`config.mk`:
```
export PLATFORM = sky130hd
export DESIGN_NAME = fmul_pipe_flat
export DESIGN_NICKNAME = d
export VERILOG_FILES = /design/src/rtl/fpu_pkg.sv /design/src/rtl/fmul_pipe_if.sv /design/src/rtl/fmul_mant24.sv /design/src/rtl/fmul_pipe.sv /design/src/flat_wrapper.sv
export SDC_FILE = /design/constraint.sdc
export NUM_CORES = 2
export LEC_CHECK = 0
export BUFFER_PORTS_ARGS = -buffer_cell sky130_fd_sc_hd__buf_2
export CORE_MARGIN = 2
export CORE_UTILIZATION = 55
export CTS_CLUSTER_SIZE = 8
export DETAILED_ROUTE_END_ITERATION = 12
export PLACE_DENSITY = 0.72
export REMOVE_ABC_BUFFERS = 1
export SYNTH_ARGS = -nofsm -noshare
export SYNTH_HDL_FRONTEND = slang
export SYNTH_SLANG_ARGS = --single-unit
```
`constraint.sdc`:
```
create_clock -name clk -period 7.4 [get_ports clk]
set_input_delay 1.11 -clock clk [delete_from_list [all_inputs] [get_ports clk]]
set_output_delay 1.11 -clock clk [all_outputs]
set_load 0.03 [all_outputs]
```
`src/rtl/fpu_pkg.sv`:
```
// Shared FPU definitions: IEEE-754 single-precision field layout, format
// constants and the operand classification used by the FPU arithmetic blocks.
// No ports (package).
package fpu_pkg;

  localparam int FP_W     = 32;
  localparam int FP_EXP_W = 8;
  localparam int FP_MAN_W = 23;
  localparam int FP_BIAS  = 127;

  localparam logic [FP_EXP_W-1:0] FP_EXP_MAX = 8'hFF;
  localparam logic [FP_W-1:0]     FP_QNAN    = 32'h7FC00000;

  typedef struct packed {
    logic                sign;
    logic [FP_EXP_W-1:0] exp;
    logic [FP_MAN_W-1:0] man;
  } fp32_t;

  // Result class decided up front from the operand exponents; CLS_NORM means
  // the exponent/mantissa datapath produces the answer.
  typedef enum logic [1:0] {
    CLS_NORM = 2'd0,
    CLS_ZERO = 2'd1,
    CLS_INF  = 2'd2,
    CLS_NAN  = 2'd3
  } fmul_cls_e;

endpackage

```
`src/rtl/fmul_pipe_if.sv`:
```
// Streaming handshake bundle for the FPU multiplier.
//   x1, x2, in_tag, in_valid / in_ready : operation issue side
//   y, out_tag, out_valid / out_ready   : result side
// master: the issue/consume logic around the unit; slave: the multiplier.
interface fmul_pipe_if #(
  parameter int TAG_W = 5
);
  import fpu_pkg::*;

  logic [FP_W-1:0]  x1;
  logic [FP_W-1:0]  x2;
  logic [TAG_W-1:0] in_tag;
  logic             in_valid;
  logic             in_ready;
  logic [FP_W-1:0]  y;
  logic [TAG_W-1:0] out_tag;
  logic             out_valid;
  logic             out_ready;

  modport master (
    output x1, x2, in_tag, in_valid, out_ready,
    input  in_ready, y, out_tag, out_valid
  );

  modport slave (
    input  x1, x2, in_tag, in_valid, out_ready,
    output in_ready, y, out_tag, out_valid
  );

endinterface

```
`src/rtl/fmul_mant24.sv`:
```
// Registered 24x24 unsigned multiplier front end. Each operand is split into
// a 6-bit high part and an 18-bit low part; the four partial products are
// registered here and summed by the consumer.
// Ports:
//   clk               clock
//   en                load enable (low holds the registered partial products)
//   a, b              24-bit unsigned operands
//   hh_q,hl_q,lh_q,ll_q registered partial products (a_hi*b_hi, a_hi*b_lo,
//                     a_lo*b_hi, a_lo*b_lo)
module fmul_mant24 (
  input  logic        clk,
  input  logic        en,
  input  logic [23:0] a,
  input  logic [23:0] b,
  output logic [11:0] hh_q,
  output logic [23:0] hl_q,
  output logic [23:0] lh_q,
  output logic [35:0] ll_q
);

  logic [11:0] hh_d;
  logic [23:0] hl_d;
  logic [23:0] lh_d;
  logic [35:0] ll_d;

  always_comb begin
    hh_d = {6'd0, a[23:18]} * {6'd0, b[23:18]};
    hl_d = {18'd0, a[23:18]} * {6'd0, b[17:0]};
    lh_d = {6'd0, a[17:0]} * {18'd0, b[23:18]};
    ll_d = {18'd0, a[17:0]} * {18'd0, b[17:0]};
  end

  always_ff @(posedge clk) begin
    if (en) begin
      hh_q <= hh_d;
      hl_q <= hl_d;
      lh_q <= lh_d;
      ll_q <= ll_d;
    end
  end

endmodule

```
`src/rtl/fmul_pipe.sv`:
```
// Fully pipelined IEEE-754 single-precision multiplier, round-to-nearest-even,
// with an opaque tag carried in lockstep with each operation.
// Parameters:
//   STAGES  register stages from input to output, 2..5
//   TAG_W   tag width
// Ports:
//   clk     clock
//   rstn    synchronous active-low reset
//   io      fmul_pipe_if.slave (operands, tag, valid/ready both sides)
// Build option: define FMUL_IEEE_SPECIAL_EN to honour inf/NaN operands
// (exponent 0xFF); otherwise 0xFF exponents are ordinary finite values and
// no NaN is ever produced.
// Stage layout:
//   stage 1          operands class/exponents + partial products
//   stage 2 (>=3)    partial-product sum + exponent sum
//   stage 3 (>=4)    normalised mantissa + rounding decision
//   last stage(s)    rounded, packed result (STAGES=5 adds one output stage)
// The whole pipe holds while the output is stalled.
module fmul_pipe
  import fpu_pkg::*;
#(
  parameter int STAGES = 3,
  parameter int TAG_W  = 5
) (
  input logic       clk,
  input logic       rstn,
  fmul_pipe_if.slave io
);

  localparam bit MID_REG = (STAGES >= 3);
  localparam bit RND_REG = (STAGES >= 4);
  localparam int OUT_N   = STAGES - 1 - int'(MID_REG) - int'(RND_REG);
  localparam logic signed [9:0] BIAS10 = 10'(FP_BIAS);

  typedef struct packed {
    logic             vld;
    logic [TAG_W-1:0] tag;
    logic             sign;
    logic [7:0]       e1;
    logic [7:0]       e2;
    fmul_cls_e        cls;
  } s1_t;

  typedef struct packed {
    logic               vld;
    logic [TAG_W-1:0]   tag;
    logic               sign;
    fmul_cls_e          cls;
    logic signed [9:0]  exp;
    logic [47:0]        prod;
  } mid_t;

  typedef struct packed {
    logic               vld;
    logic [TAG_W-1:0]   tag;
    logic               sign;
    fmul_cls_e          cls;
    logic signed [9:0]  exp;
    logic [FP_MAN_W-1:0] man;
    logic               rup;
  } rnd_t;

  typedef struct packed {
    logic             vld;
    logic [TAG_W-1:0] tag;
    fp32_t            y;
  } out_t;

  // Round-to-nearest-even increment decision.
  function automatic logic rne_up(input logic guard, input logic sticky,
                                  input logic lsb);
    return guard & (sticky | lsb);
  endfunction

  // Saturating pack: underflow flushes to signed zero, overflow to signed inf.
  function automatic fp32_t pack_result(input logic sign, input fmul_cls_e cls,
                                        input logic signed [9:0] exp,
                                        input logic [FP_MAN_W-1:0] man);
    fp32_t r;
    r.sign = sign;
    r.exp  = '0;
    r.man  = '0;
    case (cls)
      CLS_NAN:  r = FP_QNAN;
      CLS_INF:  r.exp = FP_EXP_MAX;
      CLS_ZERO: r.exp = '0;
      default: begin
        if (exp >= 10'sd255) begin
          r.exp = FP_EXP_MAX;
        end else if (exp > 10'sd0) begin
          r.exp = exp[FP_EXP_W-1:0];
          r.man = man;
        end
      end
    endcase
    return r;
  endfunction

`ifdef FMUL_IEEE_SPECIAL_EN
  function automatic fmul_cls_e classify(input fp32_t a, input fp32_t b);
    logic a_zero, b_zero, a_inf, b_inf, a_nan, b_nan;
    a_zero = (a.exp == '0);
    b_zero = (b.exp == '0);
    a_inf  = (a.exp == FP_EXP_MAX) && (a.man == '0);
    b_inf  = (b.exp == FP_EXP_MAX) && (b.man == '0);
    a_nan  = (a.exp == FP_EXP_MAX) && (a.man != '0);
    b_nan  = (b.exp == FP_EXP_MAX) && (b.man != '0);
    if (a_nan || b_nan)                       return CLS_NAN;
    if ((a_inf && b_zero) || (b_inf && a_zero)) return CLS_NAN;
    if (a_inf || b_inf)                       return CLS_INF;
    if (a_zero || b_zero)                     return CLS_ZERO;
    return CLS_NORM;
  endfunction
`endif

  logic  stall;
  logic  adv;
  fp32_t op1;
  fp32_t op2;

  assign stall       = io.out_valid & ~io.out_ready;
  assign adv         = ~stall;
  assign io.in_ready = adv;
  assign op1         = io.x1;
  assign op2         = io.x2;

  // ---- stage 1: operand class, exponents, partial products ----
  s1_t         s1_d;
  s1_t         s1_q;
  logic [11:0] pp_hh;
  logic [23:0] pp_hl;
  logic [23:0] pp_lh;
  logic [35:0] pp_ll;

  always_comb begin
    s1_d.vld  = io.in_valid;
    s1_d.tag  = io.in_tag;
    s1_d.sign = op1.sign ^ op2.sign;
    s1_d.e1   = op1.exp;
    s1_d.e2   = op2.exp;
`ifdef FMUL_IEEE_SPECIAL_EN
    s1_d.cls  = classify(op1, op2);
`else
    s1_d.cls  = (op1.exp == '0 || op2.exp == '0) ? CLS_ZERO : CLS_NORM;
`endif
  end

  always_ff @(posedge clk) begin
    if (!rstn)     s1_q.vld <= 1'b0;
    else if (adv)  s1_q     <= s1_d;
  end

  fmul_mant24 u_mant (
    .clk  (clk),
    .en   (adv),
    .a    ({1'b1, op1.man}),
    .b    ({1'b1, op2.man}),
    .hh_q (pp_hh),
    .hl_q (pp_hl),
    .lh_q (pp_lh),
    .ll_q (pp_ll)
  );

  // ---- stage 2: partial-product sum, biased exponent sum ----
  mid_t mid_d;
  mid_t mid_s;

  always_comb begin
    mid_d.vld  = s1_q.vld;
    mid_d.tag  = s1_q.tag;
    mid_d.sign = s1_q.sign;
    mid_d.cls  = s1_q.cls;
    mid_d.exp  = $signed({2'b00, s1_q.e1}) + $signed({2'b00, s1_q.e2}) - BIAS10;
    mid_d.prod = {pp_hh, 36'd0}
               + {5'd0, ({1'b0, pp_hl} + {1'b0, pp_lh}), 18'd0}
               + {12'd0, pp_ll};
  end

  generate
    if (MID_REG) begin : g_mid_reg
      mid_t mid_q;
      always_ff @(posedge clk) begin
        if (!rstn)    mid_q.vld <= 1'b0;
        else if (adv) mid_q     <= mid_d;
      end
      assign mid_s = mid_q;
    end else begin : g_mid_pass
      assign mid_s = mid_d;
    end
  endgenerate

  // ---- stage 3: normalise, guard/sticky, rounding decision ----
  rnd_t rnd_d;
  rnd_t rnd_s;
  logic norm;
  logic guard;
  logic sticky;

  always_comb begin
    norm      = mid_s.prod[47];
    rnd_d.vld = mid_s.vld;
    rnd_d.tag = mid_s.tag;
    rnd_d.sign = mid_s.sign;
    rnd_d.cls = mid_s.cls;
    rnd_d.exp = mid_s.exp + $signed({9'd0, norm});
    if (norm) begin
      rnd_d.man = mid_s.prod[46:24];
      guard     = mid_s.prod[23];
      sticky    = |mid_s.prod[22:0];
    end else begin
      rnd_d.man = mid_s.prod[45:23];
      guard     = mid_s.prod[22];
      sticky    = |mid_s.prod[21:0];
    end
    rnd_d.rup = rne_up(guard, sticky, rnd_d.man[0]);
  end

  generate
    if (RND_REG) begin : g_rnd_reg
      rnd_t rnd_q;
      always_ff @(posedge clk) begin
        if (!rstn)    rnd_q.vld <= 1'b0;
        else if (adv) rnd_q     <= rnd_d;
      end
      assign rnd_s = rnd_q;
    end else begin : g_rnd_pass
      assign rnd_s = rnd_d;
    end
  endgenerate

  // ---- final stage(s): apply rounding, saturate, pack ----
  out_t              out_d;
  out_t              out_q [OUT_N];
  logic [23:0]       man_r;
  logic signed [9:0] exp_f;

  always_comb begin
    // A carry into bit 23 means the mantissa rolled over to 1.0 of the next binade.
    man_r     = {1'b0, rnd_s.man} + {23'd0, rnd_s.rup};
    exp_f     = rnd_s.exp + $signed({9'd0, man_r[23]});
    out_d.vld = rnd_s.vld;
    out_d.tag = rnd_s.tag;
    out_d.y   = pack_result(rnd_s.sign, rnd_s.cls, exp_f, man_r[22:0]);
  end

  always_ff @(posedge clk) begin
    if (!rstn) begin
      for (int i = 0; i < OUT_N; i++) out_q[i] <= '0;
    end else if (adv) begin
      out_q[0] <= out_d;
      for (int i = 1; i < OUT_N; i++) out_q[i] <= out_q[i-1];
    end
  end

  assign io.out_valid = out_q[OUT_N-1].vld;
  assign io.out_tag   = out_q[OUT_N-1].tag;
  assign io.y         = out_q[OUT_N-1].y;

endmodule

```
`src/flat_wrapper.sv`:
```
// flat-port wrapper written by rule: the top's interface ports become plain ports
module fmul_pipe_flat import fpu_pkg::*;
#(
  parameter int STAGES = 3,
  parameter int TAG_W  = 5
)
  (clk, rstn, io_x1, io_x2, io_in_tag, io_in_valid, io_out_ready, io_in_ready, io_y, io_out_tag, io_out_valid);
  fmul_pipe_if #(.TAG_W(TAG_W)) io_i ();
  input logic clk;
  input logic rstn;
  input wire logic [$bits(io_i.x1)-1:0] io_x1;
  input wire logic [$bits(io_i.x2)-1:0] io_x2;
  input wire logic [$bits(io_i.in_tag)-1:0] io_in_tag;
  input wire logic [$bits(io_i.in_valid)-1:0] io_in_valid;
  input wire logic [$bits(io_i.out_ready)-1:0] io_out_ready;
  output wire logic [$bits(io_i.in_ready)-1:0] io_in_ready;
  output wire logic [$bits(io_i.y)-1:0] io_y;
  output wire logic [$bits(io_i.out_tag)-1:0] io_out_tag;
  output wire logic [$bits(io_i.out_valid)-1:0] io_out_valid;
  assign io_i.x1 = io_x1;
  assign io_i.x2 = io_x2;
  assign io_i.in_tag = io_in_tag;
  assign io_i.in_valid = io_in_valid;
  assign io_i.out_ready = io_out_ready;
  assign io_in_ready = io_i.in_ready;
  assign io_y = io_i.y;
  assign io_out_tag = io_i.out_tag;
  assign io_out_valid = io_i.out_valid;
  fmul_pipe #(.STAGES(STAGES), .TAG_W(TAG_W)) u_core (.clk(clk), .rstn(rstn), .io(io_i));
endmodule
```
==> flow_summary.ini <==
[route]
drc = 0
drt_iter0_markers = 1189
wl_per_cell_um = 17.7
postRouteWirelength_mm = 63.6
antenna_left = 0
dr.pass1.iters = 5
routed_via_density = 5.52
num_vias = 19842

[floorplanning]
fp.dieH_um = 231
core_area_um2 = 51100
rows = 83
die_area_um2 = 53300
boundaryPins = 112
die_w_um = 231
start_util_pct = 55.4

[worst_setup_path]
end_kind = register
cp.depth = 22
crit_fanout = 15
reg2reg_from = u_core.g_mid_reg.mid_q[47]
reg2regPathDepth = 19
worst_path_most_repeated_cell = fa_1
critical_path.startpoint_type = input pin
r2r-end = u_core.out_q[0][18]
path_delay_family = adder cells
crit_path_end = u_core.u_mant.ll_q[34]
crit_chain = buf_2, buf_4, nand2_1, fa_1, inv_1, fa_1, fa_1, fa_1, fa_1, inv_1, fa_1, inv_1, ha_1, o21ai_0, nand2_1, o211ai_1, a31oi_1, o21ai_1, o31ai_1, a31oi_1, o41ai_2, xor2_1
critPathArrivalTime_ns = 7.19
max_stage_delay_ns = 0.57
startpoint = io_x2[9]
worst-setup-path-type = in -> reg
cp_num_buf_inv = 5
critPathSlowestCell = fa_1
reg2reg_slack_ns = 1.71
required_ns = 7.66

[job]
drv_cap = 0

[timing]
worstMarginPinSlew_ns = 1.07
rsz0062_at_grt = false
hold_viol = 0
final.period_utilization_pct = 93.7
drv_slew = 0
finalCriticalPeriod_ns = 6.93
setup_slack_ns = 0.469
max-slew-margin-rel_pct = 29.0
finalSetupViolCount = 0
holdWs_ns = 0.408
fmax_mhz = 144
skew_ns = 0.0257

[finish]
nFillCells = 4264
fin_util_pct = 59.8
area_delta_synth_final_pct = 8.01
register_area_um2 = 6710
drive_gt1_share_pct = 7.80
multi_input_area_um2 = 19500
finalNetCount = 3633

[synth]
syn_area_per_cell_um2 = 10.0
yosys.cell_types.count = 72
ys_warn_count = 0
yosysMostFrequentCell = inv_1
synth.cells.most_frequent = inv_1 (441), fa_1 (407), nand2_1 (352)
ys_ff_latch = 224
netlist_area_um2 = 28300
synth_top_area_share_pct = 28.8
synthTopCellsByArea = fa_1 (29%), edfxtp_1 (24%), ha_1 (11%), inv_1 (5.9%), and2_1 (5.6%)
synth_ff_type = edfxtp_1
yosysSeqAreaShare_pct = 23.7
synth_top_area_cell = fa_1
synth_edf_count = 222
syn_inst = 2818
async_reset_ff_share_pct = 0

[cts]
htree_num_levels = 2
cts-resized-gates = 0
cts_sinks = 224
tritoncts = done
clock_latency_ns = 0.52
postCtsSetupBuffers = 0
cts_buffer_depth = 3
cts_buffers = 34
cts-root-buf = clkbuf_16
postCtsHoldBufs = 0
clk_pin_slew_ns = 0.05

[global_routing]
grt_pass1_vias = 20984
grt_start_max_net_pins = 89
grt_pass1_wl_mm = 104
grt_use_total_pct = 24.4
antenna_found_initial = 2
globalRoute.totalOverflow = 0

[placed_design]
globalplace.congestion = 0.890
io_buffers = 111
dpl.hpwl_mm = 49.2
dpl_worst_slack_ns = 0.0767

[min_path]
holdCritPathClass = reg -> reg

[outcome]
status = finished, final reports clean
cell type report:
class	instances	area share [%]
Multi-Input combinational cell	2041	63.8
Clock buffer	41	2.87
Antenna cell	2	0.0164
Timing Repair Buffer	158	2.97
Tap cell	680	2.78
Clock inverter	6	0.156
Sequential cell	224	21.9
Inverter	441	5.42
logic make-up (layout without fill, tap and decap cells):
kind of cell / after synthesis / count (layout) / share of synthesized area [%]
fa+ha+maj: 660 / 660 / 40.0
buf+inv: 553 / 646 / 7.38
compound gates: 364 / 364 / 8.39
xor+xnor: 171 / 171 / 5.29
mux: 16 / 16 / 0.615
other cells: 0 / 2 / 0
simple gates: 830 / 830 / 14.6
flops: 224 / 224 / 23.7
registers in the layout (all words and copies together) (netlist names):
signal and count:
u_core.g_mid_reg.mid_q 66, u_core.out_q 38, u_core.u_mant.ll_q 36, u_core.u_mant.hl_q 24
u_core.u_mant.lh_q 24, u_core.s1_q 16, u_core.u_mant.hh_q 12, u_core.mid_d 8
worst min path at each step:
stage	from	endpoint	slack [ns]	cells past startpoint
2_1_floorplan	u_core.u_mant.ll_q[0]	u_core.g_mid_reg.mid_q[0]	0.40	0
3_3_place_gp	u_core.mid_d[63]	u_core.g_mid_reg.mid_q[63]	0.40	0
3_5_place_dp	u_core.u_mant.ll_q[10]	u_core.g_mid_reg.mid_q[10]	0.40	0
4_1_cts	u_core.u_mant.ll_q[3]	u_core.g_mid_reg.mid_q[3]	0.41	0
5_1_grt	u_core.u_mant.ll_q[13]	u_core.g_mid_reg.mid_q[13]	0.42	0
6_report	u_core.u_mant.ll_q[3]	u_core.g_mid_reg.mid_q[3]	0.41	0
placed cells by master (no fill, tap or decap), types with 6 or more instances in the layout:
master / instances
a211oi_1: 20
a21o_1: 57
a21oi_1: 115
a31oi_1: 10
and2_1: 252
and3_1: 18
buf_2: 111
buf_4: 47
clkbuf_1: 7
clkbuf_16: 34
edfxtp_1: 222
fa_1: 407
ha_1: 253
inv_1: 441
mux2_2: 6
mux2i_1: 8
nand2_1: 352
nand2b_1: 13
nand3_1: 35
nand4_1: 15
nor2_1: 88
nor2b_1: 13
nor3_1: 9
nor4_1: 10
o211ai_1: 9
o21a_1: 17
o21ai_0: 62
o21bai_1: 24
o31ai_1: 8
xnor2_1: 108
xor2_1: 63
per-stage QoR:
| step | TNS [ns] | cells | instance area (um^2) |
|---|---|---|---|
| 6_report | 0 | 3593 | 30600 |
| 4_1_cts | 0 | 3591 | 30600 |
| 3_3_place_gp | 0 | 3544 | 29600 |
| 2_1_floorplan | -6.62 | 2706 | 27900 |
| 3_5_place_dp | 0 | 3544 | 29600 |
| 5_1_grt | 0 | 3592 | 30600 |
routing by layer:
layer	GRT usage [%]	vias up	wire length [um]	part of all wire, %
li1	-	9224	-	-
met1	31.6	9831	26700	42
met2	42.3	648	30900	49
met3	3.36	139	4100	6.4
met4	7.86	0	1950	3.1
met5	0	-	0	0
worst reg2reg max path, cell delays in order, from the launching register on:
cell and delay (ns):
edfxtp_1 0.76, buf_4 0.40, mux2_4 0.22, nand2b_1 0.10, nor4_4 0.37, nand3_2 0.15, nor3b_2 0.27, nand3_1 0.17
nor3b_2 0.24, nand3_1 0.24, fa_1 0.44, nand3b_1 0.21, nor2_1 0.18, and3_1 0.24, nand3_1 0.10, xor2_1 0.15
nand3b_1 0.22, a41o_1 0.29, a21o_1 0.40, a211oi_1 0.35
Power is not shown: default switching activity piles up to over one toggle a cycle in this logic, so the estimate is an artifact.
